## src/rtl/tia_object_position_counter.sv

```systemverilog
// Horizontal position counter for TIA movable objects (missiles, ball,
// player start logic).
//
// A pixel phase divider advances an XNOR LFSR step counter. The counter
// wraps once per scan line, and the step that enters index 0 starts the main
// copy of the object. Close, medium and wide copies start on the steps that
// enter indices 4, 8 and 16. Each start loads a width counter, and that
// counter drives the registered serial output for 1, 2, 4 or 8 advances.
//
// Build option: define OBJ_COPY_DECODE_EN to decode the NUSIZ copy code.
// When it is undefined, the copies port is ignored and the design produces
// only the main copy.
//
// Control inputs are plain level/strobe signals with no handshake. Where
// several act in one clk, they take priority in this order: reset_bar, then
// obj_reset/lock, then adv.
module tia_object_position_counter #(
  parameter int LFSR_WIDTH   = 6,
  parameter int PERIOD_STEPS = 40,
  parameter int PHASE_BITS   = 2
) (
  input  logic                  clk,
  input  logic                  reset_bar,
  input  logic                  pix_en,
  input  logic                  count_en,
  input  logic                  extra_clk,
  input  logic                  obj_reset,
  input  logic                  lock,
  input  logic                  enable,
  input  logic [1:0]            size,
  input  logic [2:0]            copies,
  output logic                  obj_out,
  output logic                  wrap_pulse,
  output logic [LFSR_WIDTH-1:0] lfsr_state
);

  function automatic logic [LFSR_WIDTH-1:0] lfsr_next(input logic [LFSR_WIDTH-1:0] q);
    return {q[LFSR_WIDTH-2:0], ~(q[LFSR_WIDTH-1] ^ q[LFSR_WIDTH-2])};
  endfunction

  // LFSR value after k advances from zero; evaluated at elaboration only.
  function automatic logic [LFSR_WIDTH-1:0] lfsr_at(input int k);
    logic [LFSR_WIDTH-1:0] q;
    q = '0;
    for (int i = 0; i < k; i++) q = lfsr_next(q);
    return q;
  endfunction

  localparam logic [LFSR_WIDTH-1:0] LAST_Q = lfsr_at(PERIOD_STEPS - 1);

  logic [PHASE_BITS-1:0] phase;
  logic [LFSR_WIDTH-1:0] q;
  logic [3:0]            wcnt;

  logic                  pix_adv;
  logic                  adv;
  logic                  clr;
  logic [1:0]            inc;
  logic [PHASE_BITS:0]   phase_sum;
  logic                  step;
  logic                  at_last;
  logic                  lockup;
  logic [LFSR_WIDTH-1:0] q_next;
  logic                  wrap_step;
  logic                  copy_hit;
  logic                  start;
  logic [3:0]            wload;

  // A pixel advance and an HMOVE extra clock in the same clk add two to
  // the phase. The carry out of the phase steps the LFSR at most once per
  // clk, and the remainder stays in the phase.
  assign pix_adv   = pix_en & count_en & ~lock;
  assign adv       = pix_adv | extra_clk;
  assign clr       = obj_reset | lock;
  assign inc       = {1'b0, pix_adv} + {1'b0, extra_clk};
  assign phase_sum = {1'b0, phase} + (PHASE_BITS + 1)'(inc);
  assign step      = phase_sum[PHASE_BITS];

  // Last index of the line and the all-ones lock-up state both fall back
  // to zero. Only the real end of line is reported as a wrap.
  assign at_last   = (q == LAST_Q);
  assign lockup    = &q;
  assign q_next    = (at_last || lockup) ? '0 : lfsr_next(q);
  assign wrap_step = step & at_last;

`ifdef OBJ_COPY_DECODE_EN
  localparam logic [LFSR_WIDTH-1:0] AT3  = lfsr_at(3);
  localparam logic [LFSR_WIDTH-1:0] AT7  = lfsr_at(7);
  localparam logic [LFSR_WIDTH-1:0] AT15 = lfsr_at(15);
  localparam logic OK4  = (PERIOD_STEPS > 4);
  localparam logic OK8  = (PERIOD_STEPS > 8);
  localparam logic OK16 = (PERIOD_STEPS > 16);

  logic c4, c8, c16;

  // NUSIZ copy code to the set of copy offsets; codes 101/111 are main only.
  always_comb begin
    c4  = 1'b0;
    c8  = 1'b0;
    c16 = 1'b0;
    case (copies)
      3'b001: c4 = 1'b1;
      3'b010: c8 = 1'b1;
      3'b011: begin c4 = 1'b1; c8 = 1'b1; end
      3'b100: c16 = 1'b1;
      3'b110: begin c8 = 1'b1; c16 = 1'b1; end
      default: ;
    endcase
  end

  // Copies start on the step that enters their index, so the decodes
  // compare against the value one index earlier.
  assign copy_hit = (c4  & OK4  & (q == AT3))  |
                    (c8  & OK8  & (q == AT7))  |
                    (c16 & OK16 & (q == AT15));
`else
  logic copies_unused;
  assign copies_unused = ^copies;
  assign copy_hit      = 1'b0;
`endif

  assign start = wrap_step | (step & copy_hit);
  assign wload = 4'b0001 << size;

  // Position, wrap and width state. obj_reset/lock act as a synchronous
  // clear that overrides any advance in the same clk.
  always_ff @(posedge clk or negedge reset_bar) begin
    if (!reset_bar) begin
      phase      <= '0;
      q          <= '0;
      wcnt       <= '0;
      obj_out    <= 1'b0;
      wrap_pulse <= 1'b0;
    end else if (clr) begin
      phase      <= '0;
      q          <= '0;
      wcnt       <= '0;
      obj_out    <= 1'b0;
      wrap_pulse <= 1'b0;
    end else begin
      phase      <= phase_sum[PHASE_BITS-1:0];
      wrap_pulse <= wrap_step;
      if (step) q <= q_next;
      if (adv) obj_out <= enable & (wcnt != 4'd0);
      if (start) wcnt <= wload;
      else if (adv && (wcnt != 4'd0)) wcnt <= wcnt - 4'd1;
    end
  end

  assign lfsr_state = q;

endmodule

```

## config.mk

```make
export PLATFORM = sky130hd
export DESIGN_NAME = tia_object_position_counter
export DESIGN_NICKNAME = d
export VERILOG_FILES = /design/src/rtl/tia_object_position_counter.sv
export SDC_FILE = /design/constraint.sdc
export NUM_CORES = 1
export LEC_CHECK = 0
export BUFFER_PORTS_ARGS = -buffer_cell sky130_fd_sc_hd__buf_2
export CORE_MARGIN = 2
export CORE_UTILIZATION = 53
export DETAILED_ROUTE_END_ITERATION = 7
export MAX_ROUTING_LAYER = met4
export PLACE_DENSITY = 0.87
export SYNTH_ARGS = -nofsm -noshare
export SYNTH_HDL_FRONTEND = slang
export SYNTH_SLANG_ARGS = --single-unit
```

## constraint.sdc

```tcl
create_clock -name clk -period 3.6 [get_ports clk]
set_input_delay 0 -clock clk [delete_from_list [all_inputs] [get_ports clk]]
set_output_delay 0 -clock clk [all_outputs]
set_load 0.05 [all_outputs]
```

==> impl_metrics.py <==
metrics = {
    "drt": {
        "vias": 595,
        "avgRoutedWirePerCell_um": 13.6,
        "drtIter0Drc": 3,
        "vias_per_cell": 5.56,
        "ant_nets": 0,
        "drc": 0,
        "drt-total-wl_um": 1460,
        "firstDrtPassIters": 2,
    },
    "synthesis": {
        "yosysSeqAreaShare": 0.465,
        "synth_area_um2": 753,
        "synth.avg_cell_area_um2": 11.2,
        "synth_cell_types": 30,
        "yosysTopAreaCell": "dfrtp_1",
        "yosysWarnings": 0,
        "synth-seq-cells": 14,
        "synth_cells": 67,
        "syn_nets": 86,
        "netlist.area_leader.share": 0.465,
        "netlist_top_cells_area": "dfrtp_1 (47%), ha_1 (8.3%), a22o_1 (7.0%)",
    },
    "floorplan": {
        "initial_core_util": 0.572,
        "dieArea_um2": 1740,
        "rows": 13,
        "die_w_um": 41.7,
        "ios": 21,
        "die_y_um": 41.7,
        "coreArea_um2": 1320,
    },
    "placement": {
        "post-place-ws_ns": 1.54,
        "placed_area_um2": 857,
        "place_congestion": 0.816,
        "port_buffers": 17,
        "place_inst": 99,
        "hpwlAfterDp_um": 1100,
    },
    "cts": {
        "clock_sinks": 14,
        "clk_pin_slew_worst_paths_ns": 0.08,
        "clockBufferDepth": 2,
        "cts_hold_buf": 5,
        "clk_latency_ns": 0.28,
        "clk_root_buffer_cell": "clkbuf_4",
        "ctsResizeCount": 0,
        "cts_made_buffers": 3,
        "post_cts_buffers": 0,
        "cts_max_level": 1,
        "cts_tree": "built",
    },
    "pwr": {
        "power.leakage_nw": 0.471,
        "p_total_mw": 0.269,
        "power.density_nw_per_um2": 289,
        "ir_drop_mv": 0.201,
    },
    "final_layout": {
        "design_area_um2": 930,
        "stdcell_count": 107,
        "num-nets-final": 113,
        "post-route-util": 0.706,
        "n_antenna_cell": 0,
        "drive_gt1_frac": 0.293,
        "area_growth_pct": 23.4,
    },
    "setup_path": {
        "critical_path_buf_inv_count": 2,
        "cp.arrival_ns": 2.09,
        "crit_path_cell_trace": "inv_1 -> fa_1 -> inv_1 -> ha_1 -> or3b_4 -> nor3_4 -> nand2b_2 -> o22ai_2",
        "cp_slowest_stage_delay_ns": 0.42,
        "r2r_slack_ns": 1.72,
        "worstPathMaxFanout": 4,
        "startpoint_type": "register",
        "crit_type": "register to register",
        "cpMostUsedCell": "inv_1",
        "required_ns": 3.81,
        "slowest_stage": "or3b_4",
        "critical-path-top-delay-family": "simple AND/OR/NAND/NOR gates",
        "cp-end-kind": "register",
    },
    "timing": {
        "worstMarginPinSlew_ns": 0.673,
        "fin_crit_ns": 1.88,
        "slew_headroom": 0.548,
        "tns_ns": 0,
        "maxSlewViolCount": 0,
        "setup_viol": 0,
        "rsz0062_at_grt": "no",
        "skew_ns": 0.00533,
        "fmax_mhz": 532,
        "finalCritPeriodShare": 0.522,
        "hold_violations": 0,
        "hold_ws_ns": 0.0117,
        "setup_ws_ns": 1.72,
    },
    "grt": {
        "grt_max_degree": 15,
        "gr-total-overflow": 0,
        "grt_pass1_vias": 575,
        "grt_antenna_before_repair": 0,
        "grt_use_total": 0.206,
        "grt_pass1_wl_um": 2570,
    },
    "worst_hold_path": {
        "worstHoldPathType": "input port to register",
    },
    "outcome": {
        "status": "completed",
    },
    "job": {
        "drv_cap": 0,
    },
}
-- synth_stat cells --
master	instances
and3b_2	1
xor2_1	2
nor3_1	3
o31ai_1	1
a22o_1	6
or3b_4	1
o21ai_1	1
o22ai_2	1
dfrtp_1	14
nand2b_2	1
o211ai_1	3
nand3_1	4
nand2b_1	1
o21ai_2	1
nor2_2	1
o22ai_1	1
inv_1	8
nand2_1	1
a21boi_1	1
mux2_1	1
and2_1	1
o21ai_0	1
a21oi_1	1
clkinv_1	1
ha_1	5
or3b_1	1
nor3_4	1
fa_1	1
xnor2_1	1
nor2_1	1
-- cell families after synthesis --
group / count (synthesis) / synth area share
multiplexers: 1 / 0.0149
AND/OR/NAND/NOR: 17 / 0.154
buffers and inverters: 9 / 0.0448
AO/OA/AOI/OAI: 17 / 0.176
XOR/XNOR: 3 / 0.0349
flip-flops: 14 / 0.465
adder cells (fa/ha/maj): 6 / 0.110
-- layout make-up --
type / instances / area, um^2
Inverter: 9 / 33.8
Fill cell: 106 / 388
Multi-Input combinational cell: 44 / 369
Clock buffer: 3 / 22.5
Tap cell: 15 / 18.8
Sequential cell: 14 / 350
Timing Repair Buffer: 22 / 135
-- where the power goes --
group,switching (mW),internal [mW]
logic,0.0128,0.0108
registers,0.000279,0.158
clock network,0.0481,0.0389
-- final timing paths --
kind / endpoint / from / cells past startpoint
min in group asynchronous: lfsr_state[2] / reset_bar / 2
worst max register to register: wcnt[0] / phase[0] / 8
worst max-delay path: wcnt[0] / phase[0] / 8
worst min-delay path: obj_out / enable / 3
worst min register to register: obj_out / obj_out / 2
max in group asynchronous: obj_out / reset_bar / 2
-- worst register-to-register path, delay by kind of cell (launching register included) --
family,cells,cell delay (ns)
compound gates,1,0.14
flops,1,0.32
buf+inv,2,0.11
simple gates,3,0.71
fa+ha+maj,2,0.54
-- cell usage in the layout (no fill, tap or decap), types with 2 or more instances in the layout --
master	instances
inv_1	8
xor2_1	2
dfrtp_1	14
buf_2	17
clkbuf_4	3
nand3_1	4
a22o_1	6
nor3_1	3
ha_1	5
dlygate4sd3_1	5
o211ai_1	3
-- routing by layer --
layer / vias to the layer above / routed length [um] / share of wire / global-route usage
li1: 292 / - / - / -
met1: 283 / 614 / 0.42 / 0.237
met2: 15 / 753 / 0.52 / 0.344
met3: 5 / 54 / 0.037 / 0.0261
met4: 0 / 35 / 0.024 / 0.116
met5: - / 0 / 0 / -
-- flip-flops by register name, summed over array words and instances, names as in the netlist --
signal	count
obj_out	1
wcnt	4
lfsr_state	6
phase	2
wrap_pulse	1
Note: power is estimated with default switching activity, not from simulation.
